`src/rtl/maze_game_ctrl_pkg.sv`:
```
// Shared encodings for the memory-maze game sequencer: FSM states, one-hot display codes,
// button direction indices and default map geometry.
package maze_game_ctrl_pkg;

    typedef enum logic [2:0] {
        ST_MENU,
        ST_PREVIEW,
        ST_PLAY,
        ST_REQ,
        ST_CHK,
        ST_LOST,
        ST_WON
    } state_e;

    localparam logic [3:0] GS_MENU = 4'b0001;
    localparam logic [3:0] GS_GAME = 4'b0010;
    localparam logic [3:0] GS_LOST = 4'b0100;
    localparam logic [3:0] GS_WON  = 4'b1000;

    localparam logic [2:0] MENU_START = 3'b001;
    localparam logic [2:0] MENU_DIFF  = 3'b010;
    localparam logic [2:0] MENU_INSTR = 3'b100;

    localparam logic [2:0] DIFF_EASY = 3'b001;
    localparam logic [2:0] DIFF_MED  = 3'b010;
    localparam logic [2:0] DIFF_HARD = 3'b100;

    localparam int DIR_UP    = 0;
    localparam int DIR_DOWN  = 1;
    localparam int DIR_LEFT  = 2;
    localparam int DIR_RIGHT = 3;

    localparam int DEF_MAP_WIDTH  = 30;
    localparam int DEF_MAP_HEIGHT = 21;

    // One-hot rotations: toward the low bit wraps 001 -> 100, toward the high bit wraps 100 -> 001.
    function automatic logic [2:0] rot_down(input logic [2:0] v);
        return {v[0], v[2:1]};
    endfunction

    function automatic logic [2:0] rot_up(input logic [2:0] v);
        return {v[1:0], v[2]};
    endfunction

endpackage

```
`src/rtl/maze_game_ctrl_if.sv`:
```
// Map ROM read port: the controller strobes a row address, the ROM returns the wall bits
// for that row one clock later.
interface maze_game_ctrl_if
    import maze_game_ctrl_pkg::*;
#(
    parameter int MAP_WIDTH  = DEF_MAP_WIDTH,
    parameter int MAP_HEIGHT = DEF_MAP_HEIGHT
);
    localparam int AW = $clog2(MAP_HEIGHT);

    logic                 map_rd;
    logic [AW-1:0]        map_addr;
    logic [MAP_WIDTH-1:0] map_row;

    modport master (output map_rd, output map_addr, input map_row);
    modport slave  (input map_rd, input map_addr, output map_row);
endinterface

```
`src/rtl/maze_game_ctrl_preview_timer.sv`:
```
// Loadable down-counter that times the map preview; expired pulses while enabled at count 1.
module preview_timer #(
    parameter int W = 20
) (
    input  logic         clk,
    input  logic         reset,
    input  logic         load_i,
    input  logic [W-1:0] value_i,
    input  logic         en_i,
    output logic         expired_o
);
    logic [W-1:0] cnt_q, cnt_d;

    always_comb begin
        cnt_d = cnt_q;
        if (load_i) begin
            cnt_d = value_i;
        end else if (en_i && (cnt_q != '0)) begin
            cnt_d = cnt_q - 1'b1;
        end
    end

    always_ff @(posedge clk or negedge reset) begin
        if (!reset) begin
            cnt_q <= '0;
        end else begin
            cnt_q <= cnt_d;
        end
    end

    assign expired_o = en_i && (cnt_q == W'(1));
endmodule

```
`src/rtl/maze_game_ctrl.sv`:
```
// Game sequencer for the memory-maze: menu, difficulty select, timed map preview and
// move-by-move play with wall lookups through the map ROM port.
module maze_game_ctrl
    import maze_game_ctrl_pkg::*;
#(
    parameter int MAP_WIDTH  = DEF_MAP_WIDTH,
    parameter int MAP_HEIGHT = DEF_MAP_HEIGHT,
    parameter int START_X    = 0,
    parameter int START_Y    = 11,
    parameter int SHOW_EASY  = 1000000,
    parameter int SHOW_MED   = 500000,
    parameter int SHOW_HARD  = 250000
) (
    input  logic                    clk,
    input  logic                    reset,
    input  logic [3:0]              SCENs,
    input  logic                    sel,
    maze_game_ctrl_if.master        map_if,
    output logic [7:0]              player_x,
    output logic [7:0]              player_y,
    output logic [3:0]              game_state,
    output logic [2:0]              menu_sel,
    output logic [2:0]              difficulty,
    output logic                    show_map,
    output logic                    lost,
    output logic                    won
);
    localparam int AW = $clog2(MAP_HEIGHT);
    localparam int XW = $clog2(MAP_WIDTH);
    localparam int TW = $clog2(SHOW_EASY + 1);

    state_e        state_q;
    logic [3:0]    gs_q;
    logic [2:0]    menu_q, diff_q;
    logic [7:0]    px_q, py_q, tx_q, ty_q;
    logic          show_q, rd_q;
    logic [AW-1:0] addr_q;

    logic          tmr_load, tmr_en, tmr_expired;
    logic [TW-1:0] tmr_value;
    logic          mv_ok;
    logic [7:0]    mtx, mty;

    always_comb begin
        tmr_load  = (state_q == ST_MENU) && sel && (menu_q == MENU_START);
        tmr_en    = (state_q == ST_PREVIEW);
        tmr_value = TW'(SHOW_EASY);
        if (diff_q == DIFF_MED)  tmr_value = TW'(SHOW_MED);
        if (diff_q == DIFF_HARD) tmr_value = TW'(SHOW_HARD);
    end

    preview_timer #(.W(TW)) u_timer (
        .clk       (clk),
        .reset     (reset),
        .load_i    (tmr_load),
        .value_i   (tmr_value),
        .en_i      (tmr_en),
        .expired_o (tmr_expired)
    );

    // The highest-priority pressed direction is the only candidate; if it would leave the
    // map the press is discarded rather than falling through to a lower-priority one.
    always_comb begin
        mv_ok = 1'b0;
        mtx   = px_q;
        mty   = py_q;
        if (SCENs[DIR_UP]) begin
            if (py_q != 8'd0) begin
                mv_ok = 1'b1;
                mty   = py_q - 8'd1;
            end
        end else if (SCENs[DIR_DOWN]) begin
            if (py_q != 8'(MAP_HEIGHT - 1)) begin
                mv_ok = 1'b1;
                mty   = py_q + 8'd1;
            end
        end else if (SCENs[DIR_LEFT]) begin
            if (px_q != 8'd0) begin
                mv_ok = 1'b1;
                mtx   = px_q - 8'd1;
            end
        end else if (SCENs[DIR_RIGHT]) begin
            if (px_q != 8'(MAP_WIDTH - 1)) begin
                mv_ok = 1'b1;
                mtx   = px_q + 8'd1;
            end
        end
    end

    always_ff @(posedge clk or negedge reset) begin
        if (!reset) begin
            state_q <= ST_MENU;
            gs_q    <= GS_MENU;
            menu_q  <= MENU_START;
            diff_q  <= DIFF_EASY;
            px_q    <= 8'(START_X);
            py_q    <= 8'(START_Y);
            tx_q    <= 8'd0;
            ty_q    <= 8'd0;
            show_q  <= 1'b0;
            rd_q    <= 1'b0;
            addr_q  <= '0;
        end else begin
            case (state_q)
                ST_MENU: begin
                    if (tmr_load) begin
                        show_q  <= 1'b1;
                        px_q    <= 8'(START_X);
                        py_q    <= 8'(START_Y);
                        gs_q    <= GS_GAME;
                        state_q <= ST_PREVIEW;
                    end else if (SCENs[DIR_UP]) begin
                        menu_q <= rot_down(menu_q);
                    end else if (SCENs[DIR_DOWN]) begin
                        menu_q <= rot_up(menu_q);
                    end else if (menu_q == MENU_DIFF && SCENs[DIR_LEFT]) begin
                        diff_q <= rot_down(diff_q);
                    end else if (menu_q == MENU_DIFF && SCENs[DIR_RIGHT]) begin
                        diff_q <= rot_up(diff_q);
                    end
                end
                ST_PREVIEW: begin
                    if (tmr_expired) begin
                        show_q  <= 1'b0;
                        state_q <= ST_PLAY;
                    end
                end
                ST_PLAY: begin
                    if (mv_ok) begin
                        tx_q    <= mtx;
                        ty_q    <= mty;
                        rd_q    <= 1'b1;
                        addr_q  <= AW'(mty);
                        state_q <= ST_REQ;
                    end
                end
                ST_REQ: begin
                    rd_q    <= 1'b0;
                    state_q <= ST_CHK;
                end
                ST_CHK: begin
                    if (map_if.map_row[tx_q[XW-1:0]]) begin
                        gs_q    <= GS_LOST;
                        state_q <= ST_LOST;
                    end else begin
                        px_q <= tx_q;
                        py_q <= ty_q;
                        if (tx_q == 8'(MAP_WIDTH - 1)) begin
                            gs_q    <= GS_WON;
                            state_q <= ST_WON;
                        end else begin
                            state_q <= ST_PLAY;
                        end
                    end
                end
                ST_LOST, ST_WON: begin
                    if (sel) begin
                        px_q    <= 8'(START_X);
                        py_q    <= 8'(START_Y);
                        gs_q    <= GS_MENU;
                        state_q <= ST_MENU;
                    end
                end
                default: begin
                    gs_q    <= GS_MENU;
                    state_q <= ST_MENU;
                end
            endcase
        end
    end

    assign map_if.map_rd   = rd_q;
    assign map_if.map_addr = addr_q;
    assign player_x        = px_q;
    assign player_y        = py_q;
    assign game_state      = gs_q;
    assign menu_sel        = menu_q;
    assign difficulty      = diff_q;
    assign show_map        = show_q;
    assign lost            = gs_q[2];
    assign won             = gs_q[3];
endmodule

```
`src/flat_wrapper.sv`:
```
// flat-port wrapper written by rule: the top's interface ports become plain ports
module maze_game_ctrl_flat import maze_game_ctrl_pkg::*;
#(
    parameter int MAP_WIDTH  = DEF_MAP_WIDTH,
    parameter int MAP_HEIGHT = DEF_MAP_HEIGHT,
    parameter int START_X    = 0,
    parameter int START_Y    = 11,
    parameter int SHOW_EASY  = 1000000,
    parameter int SHOW_MED   = 500000,
    parameter int SHOW_HARD  = 250000
)
  (clk, reset, SCENs, sel, player_x, player_y, game_state, menu_sel, difficulty, show_map, lost, won, map_if_map_rd, map_if_map_addr, map_if_map_row);
  maze_game_ctrl_if #(.MAP_WIDTH(MAP_WIDTH), .MAP_HEIGHT(MAP_HEIGHT)) map_if_i ();
  input  logic clk;
  input  logic reset;
  input  logic [3:0] SCENs;
  input  logic sel;
  output logic [7:0] player_x;
  output logic [7:0] player_y;
  output logic [3:0] game_state;
  output logic [2:0] menu_sel;
  output logic [2:0] difficulty;
  output logic show_map;
  output logic lost;
  output logic won;
  output wire logic [$bits(map_if_i.map_rd)-1:0] map_if_map_rd;
  output wire logic [$bits(map_if_i.map_addr)-1:0] map_if_map_addr;
  input wire logic [$bits(map_if_i.map_row)-1:0] map_if_map_row;
  assign map_if_map_rd = map_if_i.map_rd;
  assign map_if_map_addr = map_if_i.map_addr;
  assign map_if_i.map_row = map_if_map_row;
  maze_game_ctrl #(.MAP_WIDTH(MAP_WIDTH), .MAP_HEIGHT(MAP_HEIGHT), .START_X(START_X), .START_Y(START_Y), .SHOW_EASY(SHOW_EASY), .SHOW_MED(SHOW_MED), .SHOW_HARD(SHOW_HARD)) u_core (.clk(clk), .reset(reset), .SCENs(SCENs), .sel(sel), .map_if(map_if_i), .player_x(player_x), .player_y(player_y), .game_state(game_state), .menu_sel(menu_sel), .difficulty(difficulty), .show_map(show_map), .lost(lost), .won(won));
endmodule
```
`config.mk`:
```
export PLATFORM = sky130hd
export DESIGN_NAME = maze_game_ctrl_flat
export DESIGN_NICKNAME = d
export VERILOG_FILES = /design/src/rtl/maze_game_ctrl_pkg.sv /design/src/rtl/maze_game_ctrl_if.sv /design/src/rtl/maze_game_ctrl_preview_timer.sv /design/src/rtl/maze_game_ctrl.sv /design/src/flat_wrapper.sv
export SDC_FILE = /design/constraint.sdc
export NUM_CORES = 1
export LEC_CHECK = 0
export BUFFER_PORTS_ARGS = -buffer_cell sky130_fd_sc_hd__buf_2
export CORE_MARGIN = 5
export CORE_UTILIZATION = 40
export CTS_BUF_LIST = sky130_fd_sc_hd__clkbuf_8 sky130_fd_sc_hd__clkbuf_16
export CTS_CLUSTER_SIZE = 25
export DETAILED_ROUTE_END_ITERATION = 7
export PLACE_DENSITY = 0.61
export REMOVE_ABC_BUFFERS = 1
export SYNTH_ARGS = -nofsm -noshare
export SYNTH_HDL_FRONTEND = slang
export SYNTH_SLANG_ARGS = --single-unit
```
`constraint.sdc`:
```
create_clock -name clk -period 3.1 [get_ports clk]
set_input_delay 0.62 -clock clk [delete_from_list [all_inputs] [get_ports clk]]
set_output_delay 0.62 -clock clk [all_outputs]
set_load 0.01 [all_outputs]
```
======== After elaboration in Yosys (flattened, before gate mapping) ========
Cells that the tools add are included.
Widths: inputs -> output; s select.
word-level totals
  flip-flop bits (word level) ............. 72
  input bits .............................. 37
  output and inout bits ................... 35
  logic and storage cells ................. 121
operators by class
  add/subtract/negate cells ............... 5
  $lt $le $gt $ge ......................... 1
  eq/ne operators ......................... 20
  muxes and demuxes ....................... 53
  bitwise logic cells ..................... 4
  reductions and logical operators ........ 26
operators with widths
  operator               number
  $mux 8                 16
  $mux 20                4
  $pmux 8 s3             2
  $mux 3                 10
  $eq 20x1->1 const B    1
  $reduce_bool 20->1     1
  $sub 20x1->20 const B  1
  $pmux 3 s6             1
  $add 8x1->8 const B    2
  $mux 4                 4
  $ne 8x5->1 const B     2
  $pmux 4 s4             1
  $reduce_bool 8->1      2
  $sub 8x1->8 const B    2
  $eq 3x2->1 const B     4
  $eq 3x3->1 const B     4
  $mux 1                 12
  $reduce_and 4->1       3
  $reduce_bool 2->1      5
  $eq 8x5->1 const B     1
  $eq 3x1->1 const B     2
  $logic_and 1x1->1      6
  $lt 5x6->1 const B     1
  $ne 2x1->1 const B     3
  12 further kinds       19

======== Longest topological paths before layout ========
  depth in word-level cells ............... 8
  gate-level depth with buffers ........... 10
  depth with buffers taken out ............ 8

======== Modules after synthesis ========
Synthesis repeated with hierarchy kept, for this count alone.
second synthesis, totals
  cell total of the unflattened synthesis .. 544
  area total of the unflattened synthesis .. 4997.3 µm²
modules (own cells, without submodules)
  module          instances  cells each  area each (µm²)  seq. area each (µm²)
  maze_game_ctrl  1          403         3758.6           1183.6
  preview_timer   1          141         1238.7           500.5

======== Worst setup path after synthesis ========
OpenSTA, ideal clock, no wires.
  kind .................................... register -> register
  start ................................... reg u_core.px_q[0] (netlist: u_core.player_x[0])
  end ..................................... reg u_core.ty_q[7]
  library setup time ...................... 0.119 ns
  arrival time ............................ 2.507 ns
  data required time ...................... 2.981 ns
  slack ................................... 0.475 ns
  cell stages (with the launch flop) ...... 11
  buffers on the path ..................... 2
  period minus slack after synthesis ...... 2.625 ns
  cell sequence ........................... dfrtp_1 > clkbuf_1 > inv_1 > ha_1 > nor4b_1 > a21boi_1 > o21ai_1 > a2111oi_4 > buf_4 > o221ai_1 > o21a_1
on the way
  word-level cells in the longest chain between the ends .. 7
  elaborated cells between the ends (all ways) .. 9
  classes of those cells .................. eq/ne: 1; mux: 6; reduce/logical: 2
ends and longest elaborated chain
  item                          RTL line               RTL
  start: declaration            maze_game_ctrl.sv:35   logic [7:0] px_q, py_q, tx_q, ty_q;
  start signal: assignment      maze_game_ctrl.sv:96   px_q <= 8'(START_X);
  start signal: assignment      maze_game_ctrl.sv:108  px_q <= 8'(START_X);
  start signal: assignment      maze_game_ctrl.sv:146  px_q <= tx_q;
  $ne 8x5->1                    maze_game_ctrl.sv:83   if (px_q != 8'(MAP_WIDTH - 1)) begin
  $mux 1                        maze_game_ctrl.sv:83
  $mux 1                        maze_game_ctrl.sv:82   end else if (SCENs[DIR_RIGHT]) begin
  $mux 1 *                      maze_game_ctrl.sv:77   end else if (SCENs[DIR_LEFT]) begin
  $mux 1 *                      maze_game_ctrl.sv:72   end else if (SCENs[DIR_DOWN]) begin
  $mux 1 *                      maze_game_ctrl.sv:67   if (SCENs[DIR_UP]) begin
  $reduce_and 2->1 (no line) *  -
  end signal: assignment        maze_game_ctrl.sv:131  ty_q <= mty;
  end: declaration              maze_game_ctrl.sv:35
Every way passes the cells marked *; elsewhere a longest branch is shown, timed or not.
A chain may end at the register's enable or synchronous reset.

======== Final worst setup path ========
  start ................................... reg u_core.px_q[0] (netlist: u_core.player_x[0])
  end ..................................... reg u_core.tx_q[1]
on the way
  word-level cells in the longest chain between the ends .. 7
  elaborated cells between the ends (all ways) .. 17
  classes of those cells .................. add/sub: 2; eq/ne: 1; mux: 12; reduce/logical: 2
ends and longest elaborated chain
  item                                                                 RTL line               RTL
  parallel branches: the longest is 7 deep, another holds $add 8x1->8  -
  end signal: assignment                                               maze_game_ctrl.sv:130  tx_q <= mtx;
  end: declaration                                                     maze_game_ctrl.sv:35
Several ways; the timed one is not identified.

==> results.ini <==
[status]
status=finished, final reports clean

[detailed_routing]
vias=3994
wl_per_cell_um=17.32
drt_wl_total_mm=11.90
route.detailed.drc=0
drt-pass1-iter-count=4
first_iter_violations=248
via_per_inst=5.814
detail-route-antenna-nets=0

[synthesis]
synth_top_area_share_pct=34.33
yosys-top-cells-count=dfrtp_1, nand2_1, nor2_1
synth.most_common_cell=dfrtp_1
synth-seq-area-share_pct=37.87
yosysWarnings=0
ys_types=75
synth-seq-cells=67
yosys-top-cells-area=dfrtp_1, dfstp_2, o21ai_0
netlist_area_um2=4447
async_flop_share_pct=100.0
ys.flop_type=dfrtp_1
postSynthCellCount=481
synth_edf_count=0
avgSynthCellArea_um2=9.245
synth_area_leader_cell=dfrtp_1

[sta]
hold_viol_final=0
period_share_pct=89.92
final.setup.tns_ns=0
fmax_mhz=358.7
finalSetupViolCount=0
whs_ns=0.3759
period_minus_slack_ns=2.788
skew_ns=0.01336
worstMarginPinSlew_ns=0.8528
slew_headroom_pct=43.15
rsz0062_at_grt=no
drv_slew=0

[global_routing]
antenna_found_initial=0
grt_remaining_overflow=0
grt_max_degree=36
grt_pass1_vias=3924
grt.total_usage_pct=18.48
grt_pass1_wl_mm=19.80

[critical_path]
setup.worst_path.end_class=flip-flop
cp_max_fo=26
critPathRequiredTime_ns=3.32
crit_arrival_ns=3.01
crit_type=reg2reg
start_kind=flip-flop

[worst_hold_path]
hp-class=in2async

[floorplanning]
die_h_um=115.4
die_w_um=115.4
die_area_um2=13330
start_util_pct=40.84
num_rows=38
ioPinCount=72
coreArea_um2=10890

[placed_design]
portBuffers=71
post_dp_cell_area_um2=4898
gp_congestion=0.9279
dpl.hpwl_mm=8.617

[cells_and_area]
final_core_util_pct=46.55
final_cell_area_um2=5069
fin_nets=589
diodes=0
drive_above_1_share_pct=24.31
area_growth_pct=13.98

[clock_network]
cts_buffers=9
h-tree-depth=3
root_buffer=clkbuf_8
clk_latency_ns=0.34
tritoncts=built
cts_setup_buffers=0
cts.sinks=67
post_cts_resized=0
postCtsHoldBufs=0
clkTransAtPathRegs_ns=0.08
clk_path_buf_depth=2

[power_and_ir_drop]
totalPowerFinal_mw=3.388
pwr_density_cell_nw_per_um2=668.5
irDropWorstVdd_mv=0.2935
power_leakage_nw=2.147

[flow_run]
maxCapViolCount=0

## per-stage QoR
step                      worst slack [ns]  instances
after detailed placement            0.3763        672
after floorplan                     0.2201        449
after global placement              0.4400        672
final                               0.3125        687
after CTS                           0.3384        687
after global routing                0.1565        687
## sequential cells by signal (all words and copies together) (netlist names)
name and flops:
u_core.difficulty 3, u_core.u_timer.cnt_q 20, u_core.ty_q 4, u_core.tx_q 8
u_core.game_state 4, u_core.show_map 1, u_core.map_if.map_rd 1, u_core.state_q 3
u_core.map_if.map_addr 4, u_core.menu_sel 3, u_core.player_y 8, u_core.player_x 8
## layer usage
layer	track usage (%)	vias to the layer above	share of wire (%)
met2	30.83	119	48
met3	3.238	19	6.6
met1	24.40	1930	44
met5	0	-	0
met4	6.182	0	1.5
li1	-	1926	-
## critical path, stage by stage, from the launching register on
cell and delay, ns:
dfrtp_1 0.56, inv_1 0.13, ha_1 0.23, nor4b_1 0.16, a21boi_1 0.25, o21ai_1 0.11, buf_4 0.17, a2111oi_4 0.33
buf_4 0.35, mux2_2 0.37
## power breakdown
group | leakage, nW | internal (mW) | switching, mW
combinational | 1.23 | 0.588 | 0.705
sequential | 0.822 | 1.10 | 0.343
clock | 0.0961 | 0.323 | 0.331
total | 2.15 | 2.01 | 1.38
## cell families after synthesis
group | share of synthesized area (%)
and+or+nand+nor | 19.47
AOI/OAI and AO/OA | 23.24
DFF | 37.87
buffers and inverters | 5.768
muxes | 8.160
xor gates and xnor gates | 2.955
adders and majority gates | 2.532
## final timing paths
| path | from | to | slack [ns] | cells past startpoint |
|---|---|---|---|---|
| max | u_core.player_x[0]$_DFFE_PN0P_ | u_core.tx_q[1]$_DFFE_PN0P_ | 0.31 | 9 |
| min | reset | u_core.player_x[2]$_DFFE_PN0P_ | 0.38 | 1 |
| max reg2reg | u_core.player_x[0]$_DFFE_PN0P_ | u_core.tx_q[1]$_DFFE_PN0P_ | 0.31 | 9 |
| min reg2reg | u_core.ty_q[5]$_DFFE_PN0P_ | u_core.player_y[5]$_DFFE_PN0P_ | 0.50 | 1 |
| max in group asynchronous | reset | u_core.menu_sel[0]$_DFFE_PN1P_ | 1.97 | 2 |
| min in group clk | u_core.ty_q[5]$_DFFE_PN0P_ | u_core.player_y[5]$_DFFE_PN0P_ | 0.50 | 1 |
## placed cells by master (no fill, tap or decap), types with 4 or more instances in the layout
cell      count
xnor2_1       9
a31oi_1       9
inv_1        21
mux2_2       10
nand2_1      35
o21ai_0      30
nor4_1        6
o21ai_1       8
dfrtp_1      61
mux4_1        4
a21oi_1      24
nand4_1       5
ha_1          9
and3_1        5
nor2_1       35
o21a_1        4
nor3_1       15
o31ai_1       4
o211ai_1      5
or3_1         9
xor2_1        6
nor2b_1       5
buf_2        71
a22o_1       14
buf_4        11
nand3_1      18
and2_1        4
clkbuf_8     11
o22a_1        5
mux2i_1      10
o22ai_1       6
dfstp_2       6
## cell type report
type / instances / area [µm²]
clock buffer: 11 / 151.4
clock inverter: 4 / 18.77
fill: 1093 / 5819
inverter: 20 / 75.07
multi-input combinational: 362 / 2506
sequential: 67 / 1684
tap: 140 / 175.2
timing repair buffer: 83 / 457.9
(Power assumes the default switching activity.)
